`src/rtl/ved_prod_accum.sv`:
```
// Frame accumulator behind the 64x64 Vedic multiplier: sums a framed stream of
// products and hands one registered sum per frame downstream over valid/ready.
module ved_prod_accum #(
    parameter int PROD_W    = 128,
    parameter int ACC_W     = 136,
    parameter int MAX_TERMS = 256,
    parameter int CNT_W     = $clog2(MAX_TERMS + 1)
) (
    input  logic              clk,
    input  logic              rst,
    input  logic              in_valid,
    output logic              in_ready,
    input  logic [PROD_W-1:0] in_prod,
    input  logic              in_last,
    output logic              out_valid,
    input  logic              out_ready,
    output logic [ACC_W-1:0]  out_acc,
    output logic [CNT_W-1:0]  out_count,
    output logic              out_ovf
);

    localparam logic [CNT_W-1:0] LP_MAX_CNT = CNT_W'(MAX_TERMS);

    logic [ACC_W-1:0] r_acc;
    logic [CNT_W-1:0] r_cnt;
    logic             r_ovf;
    logic [ACC_W-1:0] r_outAcc;
    logic [CNT_W-1:0] r_outCount;
    logic             r_outOvf;
    logic             r_outValid;

    logic             w_accept;
    logic             w_pop;
    logic             w_frameEnd;
    logic [ACC_W:0]   w_sum;
    logic [CNT_W-1:0] w_cntNext;
    logic             w_ovfNext;

    // Ready is combinational so a new beat can land in the same cycle as a pop.
    assign in_ready   = !rst && (!r_outValid || out_ready);
    assign w_accept   = in_valid && in_ready;
    assign w_pop      = r_outValid && out_ready;
    assign w_sum      = {1'b0, r_acc} + (ACC_W + 1)'(in_prod);
    assign w_cntNext  = r_cnt + 1'b1;
    assign w_ovfNext  = r_ovf | w_sum[ACC_W];
    assign w_frameEnd = w_accept && (in_last || (w_cntNext == LP_MAX_CNT));

    always_ff @(posedge clk) begin
        if (rst) begin
            r_acc      <= '0;
            r_cnt      <= '0;
            r_ovf      <= 1'b0;
            r_outAcc   <= '0;
            r_outCount <= '0;
            r_outOvf   <= 1'b0;
            r_outValid <= 1'b0;
        end else begin
            if (w_frameEnd) begin
                r_outAcc   <= w_sum[ACC_W-1:0];
                r_outCount <= w_cntNext;
                r_outOvf   <= w_ovfNext;
                r_outValid <= 1'b1;
                r_acc      <= '0;
                r_cnt      <= '0;
                r_ovf      <= 1'b0;
            end else begin
                if (w_accept) begin
                    r_acc <= w_sum[ACC_W-1:0];
                    r_cnt <= w_cntNext;
                    r_ovf <= w_ovfNext;
                end
                // Popped without a replacement frame: data registers keep their value.
                if (w_pop) begin
                    r_outValid <= 1'b0;
                end
            end
        end
    end

    assign out_valid = r_outValid;
    assign out_acc   = r_outAcc;
    assign out_count = r_outCount;
    assign out_ovf   = r_outOvf;

endmodule

```
`config.mk`:
```
export PLATFORM = sky130hd
export DESIGN_NAME = ved_prod_accum
export DESIGN_NICKNAME = d
export VERILOG_FILES = /design/src/rtl/ved_prod_accum.sv
export SDC_FILE = /design/constraint.sdc
export NUM_CORES = 1
export LEC_CHECK = 0
export BUFFER_PORTS_ARGS = -buffer_cell sky130_fd_sc_hd__buf_2
export CORE_UTILIZATION = 53
export DETAILED_ROUTE_END_ITERATION = 6
export GPL_TIMING_DRIVEN = 0
export PLACE_DENSITY_LB_ADDON = 0.05
export SLEW_MARGIN = 10
export SYNTH_ARGS = -nofsm -noshare
export SYNTH_HDL_FRONTEND = slang
export SYNTH_SLANG_ARGS = --single-unit
```
`constraint.sdc`:
```
create_clock -name clk -period 4.2 [get_ports clk]
set_clock_uncertainty 0.15 [all_clocks]
set_input_delay 1.26 -clock clk [delete_from_list [all_inputs] [get_ports clk]]
set_output_delay 1.26 -clock clk [all_outputs]
set_load 0.1 [all_outputs]
```
Word-level counts from Yosys, hierarchy flattened:

Cells that the tools add are included.

* flip-flop bits (word level): 293
* latch bits: 0
* memory bits (writable): 0
* ROM bits: 0
* input port bits: 133
* output and inout port bits: 148
* memories: 0

* add/sub/neg operators: 2
* multipliers: 0
* div/mod/pow operators: 0
* $lt $le $gt $ge: 0
* equal/unequal tests: 1
* shift-type cells: 0
* multiplexer cells: 2
* bitwise logic cells: 1
* reductions and logical operators: 10

Operators by type and width (count)
* adder 136 x 128 -> 137 bit: 1
* adder 9 x 1 -> 9 bit, second input constant: 1
* equality test 9 bit, second input constant: 1
* logical AND 1 bit: 4
* logical NOT 1 bit: 2
* logical OR 1 bit: 2
* 2-to-1 mux 1 bit: 2
* nonzero test 2 bit: 1
* OR reduction 2 bit: 1
* bitwise OR 1 bit: 1

Logic depth before layout (Yosys ltp):

Gate-level depths: netlist of the first run.

* depth in word-level cells: 6
* gate-level depth with buffers: 14
* mapped depth without buffers: 13

Worst setup path before layout of the first run:

No wires, ideal clock.

* kind: input to register
* start point: in in_prod[0]
* end point: reg r_outAcc[120], in the netlist out_acc[120]
* setup time: 0.119 ns
* data arrival time: 4.197 ns
* data required time: 3.931 ns
* path slack: -0.265 ns
* cell stages on the path: 13
* cell sequence: ha_1 -> fa_1 -> a21oi_1 -> o211ai_2 -> and3_1 -> o2111ai_1 -> a31oi_1 -> and3_4 -> o21a_1 -> nor4_2 -> nor4_1 -> or4_1 -> a32o_1

* cells in the longest elaborated chain, start to end: 1

RTL lines
* from (decl): RTL line 13 `input logic [PROD_W-1:0] in_prod,`
* adder 136 x 128 -> 137 bit: RTL line 43 `assign w_sum = {1'b0, r_acc} + (ACC_W + 1)'(in_prod);`
* to (signal assigned): RTL line 59 `r_outAcc <= w_sum[ACC_W-1:0];`
* to (decl): RTL line 27 `logic [ACC_W-1:0] r_outAcc;`

No other way between the ends.
A chain may end at the register's enable or synchronous reset.

Worst setup path after layout of the first run:

* start point: in in_prod[32]
* end point: reg r_acc[117]

* cells in the longest elaborated chain, start to end: 1

RTL lines
* adder 136 x 128 -> 137 bit: RTL line 43
* to (signal assigned): RTL line 68 `r_acc <= w_sum[ACC_W-1:0];`
* to (decl): RTL line 24 `logic [ACC_W-1:0] r_acc;`

No other way between the ends.

==> results of run 1 <==
## synthesized netlist by cell type, types with 4 or more instances
master     instances  area share (%)
nand2_1          542              10
a21oi_1          314             8.0
dfxtp_1          293              30
nand3_1          186             4.7
o21ai_0          162             4.1
nor2_1           145             2.8
clkbuf_1         143             2.7
ha_1             130             8.3
nand4_1           91             2.9
xnor2_1           71             3.2
inv_1             63             1.2
xor2_1            51             2.3
a21o_1            47             1.8
o21bai_1          47             1.8
nor3_1            37            0.94
a31oi_1           29            0.92
buf_2             29            0.74
o21a_1            28             1.1
or3_1             24            0.76
o31ai_1           22            0.84
nor4_1            21            0.67
and3_1            18            0.57
or4_1             18            0.69
buf_1             16            0.31
o211ai_1          16            0.61
o21ai_1           13            0.33
a211oi_1          11            0.42
and2_1            10            0.32
nor2b_1            9            0.29
a21boi_0           8            0.31
o2111ai_1          8            0.36
mux2i_1            7            0.36
or2_2              7            0.22
a221oi_1           6            0.27
a32o_1             6            0.31
nand2b_1           6            0.19
o221ai_1           6            0.27
a211o_1            4            0.18
a21oi_2            4            0.18
a22oi_1            4            0.15
and4_1             4            0.18
o31a_1             4            0.18
## flip-flops by register name, summed over array words and instances (netlist names)
| signal | flops |
|---|---|
| out_acc | 136 |
| r_acc | 136 |
| out_count | 9 |
| r_cnt | 9 |
| out_ovf | 1 |
| out_valid | 1 |
| r_ovf | 1 |
## cell families after synthesis
family / after synthesis / share of synthesized area (%)
AND/OR/NAND/NOR: 1140 / 26.7
AO/OA/AOI/OAI: 780 / 24.3
flip-flops: 293 / 29.9
buffers and inverters: 252 / 5.00
adder cells (fa/ha/maj): 131 / 8.38
XOR/XNOR: 122 / 5.44
multiplexers: 7 / 0.357
## report_power, final
group          internal, uW  switching [uW]  leakage, uW  total, uW
registers              2990             129      0.00239       3120
clock network          1790            1270     0.000546       3060
logic                   946            2470      0.00764       3410
total                  5730            3870       0.0106       9590
## path summary, 6_finish.rpt
kind | startpoint | end | slack, ps | depth (start not counted)
max | in_prod[32] | r_acc[117] | -80 | 15
min | out_acc[90] | out_acc[90] | 300 | 2
min reg2reg | out_acc[90] | out_acc[90] | 300 | 2
max reg2reg | r_cnt[0] | r_acc[120] | 160 | 12
## routing by layer
metal	vias to the layer above	part of all wire (%)
li1	10500	-
met1	10700	39
met2	1245	45
met3	294	9.3
met4	4	6.4
met5	-	0.029
## worst max-delay path: cells and delay by family
family | cells | cell delay, ps
AO/OA/AOI/OAI | 6 | 1600
XOR/XNOR | 1 | 160
adder cells (fa/ha/maj) | 1 | 260
buffers and inverters | 5 | 690
AND/OR/NAND/NOR | 2 | 500
## what timing repair did
action,in CTS,in global routing
setup endpoints to repair,254,274
pin swaps,34,86
cloned,0,0
gates resized for setup,98,200
setup buffers,22,52
## metrics by stage
stage                     TNS (ps)  std cells
after global routing          -988       3578
after detailed placement   -201790       3473
after CTS                    -30.8       3541
after floorplan               -169       2725
after global placement     -188450       3473
final                         -245       3578
## area by class of cell
class,instances,share of cell area [%]
clock buffer,50,4.13
timing repair buffer,353,8.25
tap,468,2.39
sequential,293,23.9
clock inverter,9,0.439
multi-input combinational,2180,56.7
inverter,64,0.979
buffer,161,3.19
==> results.yml, run 1 <==
outcome:
  run_status: "finished with violations"
  failed_checks: "negative setup slack"
final_layout:
  area.growth.synth_to_final_pct: 24.8
  multi_input_area_um2: 13900
  num-fill-cells: 3119
  fin_area_um2: 24500
  seqCellArea_um2: 5870
  drive_gt1_share_pct: 20.8
  final_cell_mix: "nand2_1, a21oi_1, dfxtp_1, buf_2, nand3_1"
  finalCoreUtilization_pct: 67.2
  fin_nets: 3351
  final_common_cell: "nand2_1"
  antennaDiodeCount: 0
drt:
  wl_per_cell_um: 22.8
  drt_iter0_markers: 2078
  dr.pass1.iters: 6
  drc: 0
  num_vias: 22700
  drt-vias-per-instance: 6.36
  final_antenna_net_count: 0
  routed_wirelength_um: 81600
timing:
  post-route-period-util_pct: 102
  whs_ps: 299
  worstMarginPinSlew_ps: 1340
  hold_viol_final: 0
  max_slew_margin_pct: 10.4
  setup_violations: 8
  rsz0062_at_grt: "yes"
  max_freq_mhz: 234
  layout_setup_ws_ps: -76.2
  finalCriticalPeriod_ps: 4280
  slew_viol_final: 0
global_route:
  grt_max_degree: 14
  grt_overflow: 0
  use_met3_pct: 7.83
  met2_usage_pct: 65.0
  top_usage_layer: "met2"
  grt_pass1_wl_um: 118000
  antenna_found_initial: 3
  grt_pass1_vias: 20800
  grt_usage_pct: 40.5
  use_met1_pct: 50.7
logic_synthesis:
  netlist_instances: 2725
  yosys_warnings: 0
  synth_area_um2: 19600
  ys_seq_area_share_pct: 29.9
  synth_fp_nets: 2989
  async_reset_ff_share_pct: 0
  synth_ff_type: "dfxtp_1"
  ys_ff_latch: 293
  synth_edf_count: 0
  synth_cell_types: 85
  avgSynthCellArea_um2: 7.21
power:
  finalPower_uw: 9590
  power.density_nw_per_um2: 391
  leakage_uw: 0.0106
  ir_worst_vdd_v: 0.000445
floorplanning:
  pin_count: 281
  fp.dieW_um: 195
  initial_core_util_pct: 53.8
  dieArea_um2: 37800
  core_area_um2: 36500
  die_h_um: 195
  rows: 70
worst_setup_path:
  start_kind: "input port"
  crit_chain: "buf_2, ha_4, buf_6, buf_4, nand4_1, nor2_4, a31oi_4, o211ai_1, o211ai_1, buf_4, a2111o_1, buf_6, a21oi_4, xnor2_2, a211oi_2"
  cp.arrival_ps: 4520
  critPathSlowestCell: "o211ai_1"
  endpoint_kind: "flip-flop"
  critPathKind: "input port to flip-flop"
  required_ps: 4450
  critPathMaxFanout: 5
  worst_path_largest_cell_delay_ps: 560
job:
  maxCapViolCount: 0
placed_design:
  post_dp_cell_area_um2: 21700
  post-place-ws_ps: -1180
  dp_hpwl_um: 60100
  gp_congestion: 1.04
  portBuffers: 280
cts:
  cts_buffer_depth: 3
  cts_buffers: 34
  clk_pin_slew_ps: 60
  cts_sinks: 293
  root_buffer: "clkbuf_16"
  cts_tree: "done"
  clk_latency_ps: 560
  hold_buffers: 0
  htreeDepth: 2
hold_path:
  hold_path_class: "flip-flop to flip-flop"
Power figures use the tool's default switching activity.
==> run 2, diff against run 1 <==
--- a/config.mk
+++ b/config.mk
@@ -6,10 +6,11 @@
 export NUM_CORES = 1
 export LEC_CHECK = 0
 export BUFFER_PORTS_ARGS = -buffer_cell sky130_fd_sc_hd__buf_2
-export CORE_UTILIZATION = 53
+export CORE_UTILIZATION = 59
 export DETAILED_ROUTE_END_ITERATION = 6
 export GPL_TIMING_DRIVEN = 0
 export PLACE_DENSITY_LB_ADDON = 0.05
+export SKIP_LAST_GASP = 1
 export SLEW_MARGIN = 10
 export SYNTH_ARGS = -nofsm -noshare
 export SYNTH_HDL_FRONTEND = slang
==> constraint.sdc (replaced) <==
create_clock -name clk -period 4.68 [get_ports clk]
set_clock_uncertainty 0.15 [all_clocks]
set_input_delay 1.404 -clock clk [delete_from_list [all_inputs] [get_ports clk]]
set_output_delay 1.404 -clock clk [all_outputs]
set_load 0.1 [all_outputs]
==> results.yml, run 2 (same netlist as run 1, synthesis figures left out) <==
floorplanning:
  die_h_um: 184
  initial_core_util_pct: 60.2
  rows: 66
  dieArea_um2: 34000
  pin_count: 281
  fp.dieW_um: 184
  core_area_um2: 32600
placed_design:
  dp_hpwl_um: 59200
  gp_congestion: 1.03
  portBuffers: 280
cts:
  cts_sinks: 293
  cts_buffer_depth: 3
  cts_tree: "done"
  root_buffer: "clkbuf_16"
  clk_pin_slew_ps: 60
  clk_latency_ps: 540
  cts_buffers: 34
  hold_buffers: 0
  htreeDepth: 2
drt:
  wl_per_cell_um: 22.4
  drt-vias-per-instance: 6.53
  final_antenna_net_count: 0
  routed_wirelength_um: 78600
  drc: 0
  drt_iter0_markers: 2573
  num_vias: 22900
  dr.pass1.iters: 6
timing:
  layout_setup_ws_ps: -191
  post-route-period-util_pct: 104
  setup_tns_ps: -256
  worstMarginPinSlew_ps: 1370
  rsz0062_at_grt: "yes"
  hold_viol_final: 0
  slew_viol_final: 0
  setup_violations: 2
  whs_ps: 299
  finalCriticalPeriod_ps: 4870
  max_freq_mhz: 205
  max_slew_margin_pct: 8.38
worst_setup_path:
  reg2reg_to: "r_cnt[8]"
  crit_start: "in_prod[11]"
  critPathKind: "input port to flip-flop"
  critPathSlowestCell: "nor4_2"
  worstRegToRegCells: 11
  endpoint_kind: "flip-flop"
  required_ps: 4950
  r2r-start: "r_cnt[0]"
  crit_chain: "buf_2, ha_1, clkbuf_1, nand3_1, nor2_1, and3_1, o2111ai_2, a31oi_2, and3_4, o21a_1, nor4_4, nor4_2, o31ai_1, a32o_1"
  worst_path_largest_cell_delay_ps: 610
  start_kind: "input port"
  critPathMaxFanout: 7
  crit_end: "out_acc[120]"
  reg2reg_slack_ps: 30
  cp.arrival_ps: 5150
final_layout:
  drive_gt1_share_pct: 14.6
  area.growth.synth_to_final_pct: 17.1
  num-fill-cells: 2671
  final_common_cell: "nand2_1"
  final_cell_mix: "nand2_1, a21oi_1, buf_2, dfxtp_1, nand3_1"
  fin_nets: 3304
global_route:
  grt_overflow: 0
  grt_max_degree: 15
  grt_pass1_vias: 21500
  antenna_found_initial: 4
  grt_pass1_wl_um: 117000
  grt_usage_pct: 44.8
power:
  leakage_uw: 0.0100
  internal_power_uw: 4920
  ir_worst_vdd_v: 0.000391
  seqPwrFrac_pct: 33.7
  power.density_nw_per_um2: 361
  combPwrFrac_pct: 34.0
  p_switching_uw: 3390
  swShare_pct: 40.8
  p_clk_share_pct: 32.3
job:
  maxCapViolCount: 0
outcome:
  run_status: "finished with violations"
  failed_checks: "negative setup slack"
hold_path:
  hold_path_class: "flip-flop to flip-flop"
[run 2: cell types whose count changed in the layout (fill, tap and decap cells not counted), moves of 16 or more]
cell	before	now
clkbuf_2	22	2
ha_1	102	130
buf_4	68	15
clkbuf_1	98	131
buf_2	285	308
buf_6	17	1
[run 2: worst max-delay path, delay by kind of cell]
kind | cells | cell delay (ps)
and+or+nand+nor | 6 | 1650
AOI/OAI and AO/OA | 5 | 1390
buffers and inverters | 2 | 410
adders and majority gates | 1 | 270
[run 2: per-layer routing]
metal | vias up | wire length (um) | part of all wire (%) | track usage (%)
li1 | 10400 | - | - | -
met4 | 4 | 5780 | 7.4 | 31.4
met3 | 384 | 7520 | 9.6 | 9.29
met1 | 10700 | 30700 | 39 | 54.2
met5 | - | 28 | 0.036 | 0
met2 | 1441 | 34600 | 44 | 70.8
[run 2: how the worst min path moves through the flow]
| stage | start | endpoint | slack, ps | cells after the start |
|---|---|---|---|---|
| finish | out_acc[77] | out_acc[77] | 300 | 2 |
| global route | out_acc[12] | out_acc[12] | 320 | 2 |
| CTS | out_acc[90] | out_acc[90] | 300 | 2 |
| detailed placement | out_acc[16] | out_acc[16] | 290 | 2 |
| global placement | out_acc[91] | out_acc[91] | 280 | 2 |
| floorplan | r_ovf | r_ovf | 280 | 2 |
[run 2: timing repair]
item / 4_1_cts / 5_1_grt
gates resized for setup: 15 / 41
hold endpoints to repair: 0 / 0
pin swaps: 1 / 20
endpoints found under the setup margin: 34 / 169
setup buffers: 1 / 14
[run 2: cell type report]
type	instances	area [um^2]	area share [%]
timing repair buffer	295	1510	6.58
sequential	293	5870	25.5
clock buffer	47	981	4.27
antenna	1	2.50	0.0109
clock inverter	14	120	0.522
inverter	64	240	1.04
tap	442	553	2.40
buffer	172	691	3.00
multi-input combinational	2180	13000	56.7
[run 2: power by group through the flow]
| stage | Sequential, uW | Combinational, uW | Clock [uW] |
|---|---|---|---|
| global route | 2810 | 2990 | 2770 |
| floorplan | 3520 | 1300 | 0 |
| CTS | 2790 | 2710 | 2670 |
| detailed placement | 2840 | 2680 | 0 |
| global placement | 2830 | 2640 | 0 |
| finish | 2800 | 2830 | 2680 |
[run 2: stage by stage]
step	util (%)	total power [uW]	area, um^2	setup slack (ps)	std cells
3_3_place_gp	66.2	5470	21600	-956	3447
3_5_place_dp	66.2	5520	21600	-968	3447
2_1_floorplan	-	4830	19600	70.6	2725
6_report	70.5	8310	23000	-191	3508
5_1_grt	70.5	8570	23000	-194	3508
4_1_cts	69.9	8170	22800	-108	3509
